==> src/rtl/dna_pkg.sv <==
// Shared constants and types for the device-DNA authentication and report block.
// Frame layout: header, 8 DNA bytes (MSB first), status, XOR checksum of bytes 2..10.
package dna_pkg;

   localparam int DNA_W     = 57;
   localparam int FRAME_LEN = 11;
   localparam int IDX_W     = 4;
   localparam int CNT_W     = 16;

   localparam logic [7:0] DEF_HDR_BYTE = 8'hA5;

   // Status byte: {5'b0, dna_timeout, auth_fail, auth_ok}
   localparam int STAT_OK_BIT   = 0;
   localparam int STAT_FAIL_BIT = 1;
   localparam int STAT_TO_BIT   = 2;

   typedef enum logic [1:0] {
      ST_WAIT_DNA = 2'd0,
      ST_CHECK    = 2'd1,
      ST_SEND     = 2'd2,
      ST_DONE     = 2'd3
   } state_e;

endpackage

==> src/rtl/dna_frame_mux.sv <==
// Purely combinational frame byte selector and checksum generator.
// Zero latency; output follows byte_idx, so it holds whenever the index holds.
module dna_frame_mux
   import dna_pkg::*;
#(
   parameter logic [7:0] HDR_BYTE = DEF_HDR_BYTE
) (
   input  logic [IDX_W-1:0] byte_idx,
   input  logic [DNA_W-1:0] dna_lat,
   input  logic [7:0]       status,
   output logic [7:0]       frame_byte
);

   logic [63:0] dna_word;
   logic [7:0]  csum;

   assign dna_word = {7'b0, dna_lat};

   always_comb begin
      csum = status;
      for (int i = 0; i < 8; i++) begin
         csum = csum ^ dna_word[8*i +: 8];
      end
   end

   // Index 0 is the header, 1..8 walk the DNA word from its top byte down.
   always_comb begin
      frame_byte = 8'h00;
      if (byte_idx == 4'd0) begin
         frame_byte = HDR_BYTE;
      end else if (byte_idx == 4'd9) begin
         frame_byte = status;
      end else if (byte_idx == 4'd10) begin
         frame_byte = csum;
      end else begin
         for (int k = 1; k <= 8; k++) begin
            if (byte_idx == 4'(k)) begin
               frame_byte = dna_word[8*(8-k) +: 8];
            end
         end
      end
   end

endmodule

==> src/rtl/dna_auth_report.sv <==
// Latches device DNA once, compares it with the authorised value and streams an 11-byte report.
// First tx_valid two cycles after dna_valid is sampled; tx_data/index hold until tx_valid&&tx_ready.
module dna_auth_report
   import dna_pkg::*;
#(
   parameter logic [DNA_W-1:0] EXPECTED_DNA   = 57'h123456789ABCDE,
   parameter int unsigned      TIMEOUT_CYCLES = 1024,
   parameter logic [7:0]       HDR_BYTE       = DEF_HDR_BYTE
) (
   input  logic             sys_clk,
   input  logic             sys_rst,
   input  logic [DNA_W-1:0] dna_data,
   input  logic             dna_valid,
   input  logic             report_req,
   output logic [7:0]       tx_data,
   output logic             tx_valid,
   input  logic             tx_ready,
   output logic             auth_ok,
   output logic             auth_fail,
   output logic             dna_timeout,
   output logic             busy
);

   localparam logic [CNT_W-1:0] TO_LIMIT = CNT_W'(TIMEOUT_CYCLES);

   state_e             state;
   state_e             state_nxt;
   logic [DNA_W-1:0]   dna_lat;
   logic [CNT_W-1:0]   wait_cnt;
   logic [CNT_W-1:0]   wait_inc;
   logic [IDX_W-1:0]   byte_idx;
   logic               handshake;
   logic               last_byte;
   logic [7:0]         status;
   logic [7:0]         mux_byte;

   assign handshake = (state == ST_SEND) && tx_ready;
   assign last_byte = (byte_idx == IDX_W'(FRAME_LEN - 1));
   assign wait_inc  = wait_cnt + CNT_W'(1);

   always_ff @(posedge sys_clk) begin
      if (sys_rst) begin
         state <= ST_WAIT_DNA;
      end else begin
         state <= state_nxt;
      end
   end

   // Only DONE listens to report_req, so requests elsewhere are dropped, not queued.
   always_comb begin
      state_nxt = state;
      case (state)
         ST_WAIT_DNA: if (dna_valid) state_nxt = ST_CHECK;
         ST_CHECK:    state_nxt = ST_SEND;
         ST_SEND:     if (handshake && last_byte) state_nxt = ST_DONE;
         ST_DONE:     if (report_req) state_nxt = ST_SEND;
         default:     state_nxt = ST_WAIT_DNA;
      endcase
   end

   always_ff @(posedge sys_clk) begin
      if (sys_rst) begin
         dna_lat     <= '0;
         wait_cnt    <= '0;
         dna_timeout <= 1'b0;
         auth_ok     <= 1'b0;
         auth_fail   <= 1'b0;
         byte_idx    <= '0;
      end else begin
         if (state == ST_WAIT_DNA) begin
            // Counter saturates at the limit; a late dna_valid is still latched.
            if (wait_cnt != TO_LIMIT) begin
               wait_cnt <= wait_inc;
               if (wait_inc == TO_LIMIT) begin
                  dna_timeout <= 1'b1;
               end
            end
            if (dna_valid) begin
               dna_lat <= dna_data;
            end
         end

         if (state == ST_CHECK) begin
            auth_ok   <= (dna_lat == EXPECTED_DNA);
            auth_fail <= (dna_lat != EXPECTED_DNA);
         end

         if (handshake) begin
            byte_idx <= last_byte ? '0 : byte_idx + IDX_W'(1);
         end else if ((state == ST_DONE) && report_req) begin
            byte_idx <= '0;
         end
      end
   end

   always_comb begin
      status                = 8'h00;
      status[STAT_OK_BIT]   = auth_ok;
      status[STAT_FAIL_BIT] = auth_fail;
      status[STAT_TO_BIT]   = dna_timeout;
   end

   dna_frame_mux #(
      .HDR_BYTE   (HDR_BYTE)
   ) u_frame_mux (
      .byte_idx   (byte_idx),
      .dna_lat    (dna_lat),
      .status     (status),
      .frame_byte (mux_byte)
   );

   assign tx_valid = (state == ST_SEND);
   assign busy     = (state == ST_SEND);
   assign tx_data  = (state == ST_SEND) ? mux_byte : 8'h00;

endmodule

==> config.mk <==
export PLATFORM = sky130hd
export DESIGN_NAME = dna_auth_report
export DESIGN_NICKNAME = d
export VERILOG_FILES = /design/src/rtl/dna_pkg.sv /design/src/rtl/dna_frame_mux.sv /design/src/rtl/dna_auth_report.sv
export SDC_FILE = /design/constraint.sdc
export NUM_CORES = 1
export LEC_CHECK = 0
export ABC_AREA = 1
export CAP_MARGIN = 20
export CORE_MARGIN = 5
export CORE_UTILIZATION = 30
export CTS_BUF_LIST = sky130_fd_sc_hd__clkbuf_4 sky130_fd_sc_hd__clkbuf_8
export DETAILED_ROUTE_END_ITERATION = 6
export HOLD_SLACK_MARGIN = 0.06
export PLACE_DENSITY = 0.55
export SKIP_LAST_GASP = 1
export SYNTH_ARGS = -nofsm -noshare
export SYNTH_HDL_FRONTEND = slang
export SYNTH_HIERARCHICAL = 1
export SYNTH_SLANG_ARGS = --single-unit
==> constraint.sdc <==
create_clock -name sys_clk -period 2.25 [get_ports sys_clk]
set_input_delay 0.45 -clock sys_clk [delete_from_list [all_inputs] [get_ports sys_clk]]
set_output_delay 0.45 -clock sys_clk [all_outputs]
set_load 0.005 [all_outputs]
==> results.md, run 1 <==
* Arr. time, crit path at 1990 ps
* Worst reg2reg path startpoint: wait_cnt[0]$_SDFFE_PP0P_
* Internal power at 3.12 mW
* Final hold slack at 479 ps
* Fin Setup TNS at -1040 ps
* Core area at 17200 um^2
* Site row count at 48
* CTS tree: done
* Worst R2R Path Depth at 11
* CTS H-tree depth at 3
* Worst hold endpoint: dna_lat[39]$_SDFFE_PP0P_
* Hold Startpoint: dna_lat[39]$_SDFFE_PP0P_
* WL met2 at 7830 um
* Fin worst setup slack at -193 ps
* WS Path Type: reg -> out
* Total leakage power at 3.19 nW
* CP max stage cell: dfxtp_4
* Hold_buf cts at 0
* DR top layer: met4
* Antenna-violating nets left at 0
* Final Cycle Share at 109%
* Clk slew on worst S/H paths at 90 ps
* Area Growth Syn to Fin at 38.9%
* Pre-CTS worst setup slack at -250 ps
* Syn Area/Cell at 6.13 um^2
* Largest net degree at the start of global routing at 77
* Worst Path Required at 1800 ps
* Gr usage total at 17.1%
* Final Critical Period at 2440 ps
* Worst path top cell family by delay: simple AND/OR/NAND/NOR gates
* Violated checks: setup timing
* Sw Ratio at 36.9%
* Top-level I/O count at 75
* Status: finished, violations left
* Routed length per instance at 13.7 um
* Final Max Slew Viols at 0
* Final setup violation count at 8
* Root buffer cell: clkbuf_8
* Register area share after synthesis at 31.5%
* Die Span Y at 142 um
* CTS buffer count at 9
* Final GP Congestion at 0.916
* Worst skew pair latency at 380 ps
* P per Cell Area at 683 nW/um^2
* Buffers on Ports at 74
* Cell Area, Synth at 5210 um^2
* Crit path max fanout at 5
* R2R setup slack at 560 ps
* FF-to-FF End: dna_timeout$_SDFFE_PP0P_
* Placed cells at 1200
* WL final at 16900 um
* Fillers at 1864
* DR vias at 5719
* Hold Path Stages at 2
* Combinational share of power at 34.7%
* TritonRoute pass-1 iters at 5
* Worst setup EP type: primary output
* RSZ-0062 raised after global routing: true
* Post-synth cell types at 34
* Most common cell on crit path: nand2_1
* Clock Skew at 16.3 ps
* Sequential share of power at 40.0%
* Dpl hpwl at 13000 um
* Commonest cells after routing, fill and taps aside: nand2_1, nor2_1, inv_1
* Utilization after layout at 42.2%
* Worst path max stage delay at 400 ps
* Die area at 20100 um^2
* DRT iter0 DRCs at 386
* Post-Layout Cell Count at 1234
* Initial Utilization at 30.4%
* Clock power frac at 25.3%
* Setup crit start kind: register
* Via-to-Cell Ratio at 4.63
* Cell count after synthesis at 850
* Worst path buffer plus inverter count at 6
* Cell Chain, Critical Path: buf_12, nand2_8, nor2_4, buf_4, buf_4, nand2_1, nand4_1, nand2_1, nand3_1, nand2_1, inv_1, inv_1, nor2_1, buf_2
* First-pass GRT wire length at 27200 um
* Share of cells above drive strength 1 at 18.7%
* Initial antenna violation count at 0
* Sw power at 1.83 mW
* Final #Nets at 1070
* Die W at 142 um
* Yosys warns at 6
* Yosys reg bits at 82
* Clk sink count at 82
* Hold Path Class: reg -> reg
* WL met1 at 7900 um
* Maximum vdd drop at 0.282 mV
* CTS Buffer Depth at 2
* Max Freq at 409 MHz
* ANT cells at 0
* Endpoints failing hold at 0
* DRC at 0
* GR Overflow Total at 0
* Max-Cap Viols at 0
* Vias in the first global route at 5356
* Commonest non-fill, non-tap cell in the layout: nand2_1
* Met3 WL at 827 um
==> layer usage <==
layer / up-vias / global-route usage (%)
li1: 2993 / -
met1: 2585 / 22.5
met2: 118 / 27.9
met3: 23 / 3.47
met4: 0 / 6.01
met5: - / 0
==> synth_stat cells <==
cell type  number  area, um^2
nor2_2         11        68.8
o31ai_1         1        7.51
buf_6           1        11.3
inv_1         110         413
nand3_1        67         335
nor2_4          7        78.8
buf_4           2        15.0
conb_1          1        3.75
a21oi_2         2        17.5
nor4_1          4        25.0
or2_2           3        18.8
xnor2_1        17         149
nand2_1       190         713
nand3b_1        5        37.5
nand2_4         3        33.8
ha_1            4        50.1
o21bai_1        1        7.51
a21oi_1        51         255
a31oi_1         4        25.0
o21ai_0        81         405
or2_0           1        6.26
a211oi_1        2        15.0
clkbuf_1       15        56.3
xor2_1         10        87.6
nor3_1          6        30.0
dfxtp_1        82        1640
nand4_1        17         106
clkinv_1        1        3.75
and3_1          1        6.26
buf_2           7        35.0
inv_2          10        37.5
nand2_2         6        37.5
nor2_1        126         473
or2_1           1        6.26
==> worst max-delay path by stage <==
stage | to | start | cells after the start
final | tx_data[1] | byte_idx[2]$_SDFFE_PP0P_ | 14
after global routing | tx_data[1] | byte_idx[2]$_SDFFE_PP0P_ | 14
after CTS | tx_data[4] | byte_idx[2]$_SDFFE_PP0P_ | 14
after detailed placement | tx_data[4] | byte_idx[1]$_SDFFE_PP0P_ | 13
after global placement | tx_data[3] | byte_idx[1]$_SDFFE_PP0P_ | 13
after floorplan | tx_data[3] | byte_idx[1]$_SDFFE_PP0P_ | 12
==> sequential cells by signal, indices dropped and copies added, names as in the netlist <==
signal       flops
dna_lat         57
wait_cnt        16
byte_idx         4
state            2
auth_fail        1
auth_ok          1
dna_timeout      1
==> worst reg2reg max path: cells and delay by family, from the launching register on <==
family                     cells  cell delay (ps)
AOI/OAI and AO/OA              1              130
DFF                            1              360
buffers and inverters          1               90
and+or+nand+nor                8              850
adders and majority gates      1              210
==> cell type report <==
cell class                 instances  area, um^2  area share (%)
timing repair buffer             155        1400            19.3
sequential                        82        1660            22.9
tap                              225         282            3.89
clock inverter                     4        73.8            1.02
inverter                         121         464            6.41
clock buffer                      12         153            2.11
multi-input combinational        635        3220            44.4
==> cell families (layout without fill, tap and decap cells) <==
logic type,count (synthesis),after routing,share of synthesized area [%]
compound gates,142,142,14.1
xor+xnor,27,27,4.54
fa+ha+maj,4,4,0.960
buf+inv,146,292,11.0
flops,82,82,31.5
other cells,1,13,0.0719
simple gates,448,449,37.9
==> stage by stage <==
stage / power (mW) / cell area [um^2]
6_report: 4.94 / 7240
5_1_grt: 5.32 / 7240
4_1_cts: 4.98 / 7140
3_5_place_dp: 3.72 / 6670
3_3_place_gp: 3.70 / 6670
2_1_floorplan: 3.04 / 5260
==> what timing repair did <==
item | 4_1_cts | 5_1_grt
setup endpoints to repair | 8 | 8
cloned | 2 | 0
pin swaps | 27 | 34
buffers inserted | 14 | 3
gates resized for setup | 72 | 32
==> power groups by stage <==
stage                     logic [mW]  clock network [mW]  registers [mW]
after global routing            1.95                1.34            2.02
after detailed placement        1.71                   0            2.01
after floorplan                 1.10                   0            1.94
final                           1.71                1.25            1.98
after global placement          1.69                   0            2.01
after CTS                       1.72                1.28            1.98
Note: power is estimated with default switching activity, not from simulation.
==> run 2: changes to the inputs <==
- PLACE_DENSITY: 0.55 -> 0.59
==> run 2 against run 1 <==
The run still ends with setup timing left; largest cell class unchanged; critical endpoint unchanged; total power fell by 4.1%; largest power group unchanged; non-clock buffer count did not move; highest routed layer unchanged; count of clock-buffer cells in the layout fell by 2.
==> results.md, run 2 (synthesized netlist as in run 1, its figures left out) <==
* Root buffer cell: clkbuf_8 (unchanged)
* Area of the multi-input gates at 3110 um^2 (was 3220 um^2)
* DRC at 0 (unchanged)
* CTS Buffer Depth at 2 (unchanged)
* Internal power at 2.95 mW (was 3.12 mW)
* Worst Path Required at 1800 ps (about the same)
* Status: finished, violations left (unchanged)
* Total leakage power at 3.12 nW (was 3.19 nW)
* Final hold slack at 486 ps (was 479 ps)
* Violated checks: setup timing (unchanged)
* WS Path Type: reg -> out (unchanged)
* Max Freq at 415 MHz (was 409 MHz)
* GR Overflow Total at 0 (unchanged)
* Buffers on Ports at 74 (unchanged)
* Setup crit start kind: register (unchanged)
* Reg with most FFs: dna_lat (unchanged)
* Sequential share of power at 42.0% (was 40.0%)
* ANT cells at 0 (unchanged)
* Core area at 17200 um^2 (unchanged)
* Worst skew pair latency at 380 ps (about the same)
* Arr. time, crit path at 1960 ps (was 1990 ps)
* Final setup violation count at 8 (unchanged)
* Die W at 142 um (unchanged)
* Pre-CTS worst setup slack at -222 ps (was -250 ps)
* Final #Nets at 1069 (was 1070)
* TritonRoute pass-1 iters at 5 (unchanged)
* Area Growth Syn to Fin at 36.1% (was 38.9%)
* Final Cycle Share at 107% (was 109%)
* Via-to-Cell Ratio at 4.60 (was 4.63)
* Final GP Congestion at 0.903 (was 0.916)
* Placed cells at 1201 (was 1200)
* Worst setup EP type: primary output (unchanged)
* Antenna-violating nets left at 0 (unchanged)
* Endpoints failing hold at 0 (unchanged)
* Gr usage total at 17.0% (was 17.1%)
* P per Cell Area at 668 nW/um^2 (was 683 nW/um^2)
* Sw power at 1.80 mW (was 1.83 mW)
* Sw Ratio at 37.9% (was 36.9%)
* Final instance area at 7100 um^2 (was 7240 um^2)
* DR vias at 5669 (was 5719)
* Hold Path Class: reg -> reg (unchanged)
* Fillers at 1917 (was 1864)
* WL final at 16700 um (was 16900 um)
* CTS buffer count at 9 (unchanged)
* Dpl hpwl at 13100 um (was 13000 um)
* Maximum vdd drop at 0.483 mV (was 0.282 mV)
* Fin Setup TNS at -947 ps (was -1040 ps)
* Vias in the first global route at 5409 (was 5356)
* Top flop regs: dna_lat x57, wait_cnt x16, byte_idx x4 (unchanged)
* CTS H-tree depth at 3 (unchanged)
* Clk slew on worst S/H paths at 80 ps (was 90 ps)
* Fin worst setup slack at -157 ps (was -193 ps)
* Routed length per instance at 13.5 um (was 13.7 um)
* Design Power at 4.74 mW (was 4.94 mW)
* Final Critical Period at 2410 ps (was 2440 ps)
* Commonest cells after routing, fill and taps aside: nand2_1, nor2_1, inv_1 (unchanged)
* Die area at 20100 um^2 (unchanged)
* RSZ-0062 raised after global routing: true (unchanged)
* Utilization after layout at 41.3% (was 42.2%)
* Clock power frac at 22.4% (was 25.3%)
* CTS tree: done (unchanged)
* First-pass GRT wire length at 27100 um (was 27200 um)
* DRT iter0 DRCs at 412 (was 386)
* Max-Cap Viols at 0 (unchanged)
* Initial antenna violation count at 0 (unchanged)
* Clk sink count at 82 (unchanged)
* Clock Skew at 11.8 ps (was 16.3 ps)
* Largest net degree at the start of global routing at 66 (was 77)
* DP Area at 6690 um^2 (was 6670 um^2)
* Commonest non-fill, non-tap cell in the layout: nand2_1 (unchanged)
* Top-level I/O count at 75 (unchanged)
* Register area at 1660 um^2 (about the same)
* Die Span Y at 142 um (unchanged)
* Site row count at 48 (unchanged)
* Crit path max fanout at 7 (was 5)
* Share of cells above drive strength 1 at 16.6% (was 18.7%)
* Post-Layout Cell Count at 1232 (was 1234)
* Initial Utilization at 30.4% (unchanged)
* Final Max Slew Viols at 0 (unchanged)
* Combinational share of power at 35.6% (was 34.7%)
* Max FFs per register at 57 (unchanged)
-- run 2: cell types whose count changed in the layout (fill, tap and decap cells not counted), moves of 2 or more --
cell     before  now
nor2_1      118  121
nand3_1      57   65
nor2_2       15   12
nand3_2       9    2
nand2_1     178  184
inv_6         2    0
nand2_2      16   11
-- run 2: repair_timing --
action | in CTS | in global routing
setup endpoints to repair | 8 | 8
hold buffers | 0 | 0
pin swaps | 19 | 13
buffers inserted | 16 | 1
gates resized for setup | 64 | 14
-- run 2: worst max-delay path, cell delays in order, from the launching register on --
cell and delay, ps:
dfxtp_2 360, buf_6 130, nor2_4 30, buf_6 130, buf_4 130, nand3_1 80
nand2_1 70, nor2_1 80, nand4_1 90, nand2_1 70, nand3_1 70, nand2_1 60
inv_1 30, inv_1 60, nor2_1 40, buf_2 140
-- run 2: power by group through the flow --
stage / combinational (mW) / sequential, mW / clock, mW
final: 1.69 / 1.99 / 1.06
after global routing: 1.93 / 2.03 / 1.16
after floorplan: 1.10 / 1.94 / 0
after global placement: 1.67 / 2.02 / 0
after detailed placement: 1.69 / 2.02 / 0
after CTS: 1.70 / 1.99 / 1.10
-- run 2: metal layers --
layer  routed length (um)  global-route usage (%)  share of wire, %  vias up
met4                  437                    6.16               2.6        0
met5                    0                       0                 0        -
li1                     -                       -                 -     2991
met3                  952                    3.24               5.7       26
met1                 7660                    22.4                46     2546
met2                 7640                    27.6                46      106
-- run 2: layout make-up --
type | instances | area share, %
flip-flops and latches | 82 | 23.3
multi-input cells | 634 | 43.8
inverters | 121 | 6.51
repair buffers | 155 | 19.7
well taps | 225 | 3.97
clock inverters | 5 | 0.793
clock buffers | 10 | 1.85
-- run 2: worst paths after layout --
check                                         startpoint                       end  slack (ps)  cells past startpoint
worst max register to register  wait_cnt[1]$_SDFFE_PP0P_  dna_timeout$_SDFFE_PP0P_         610                     11
worst max-delay path            byte_idx[3]$_SDFFE_PP0P_                tx_data[1]        -160                     15
worst min-delay path            dna_lat[39]$_SDFFE_PP0P_  dna_lat[39]$_SDFFE_PP0P_         490                      2
worst min register to register  dna_lat[39]$_SDFFE_PP0P_  dna_lat[39]$_SDFFE_PP0P_         490                      2
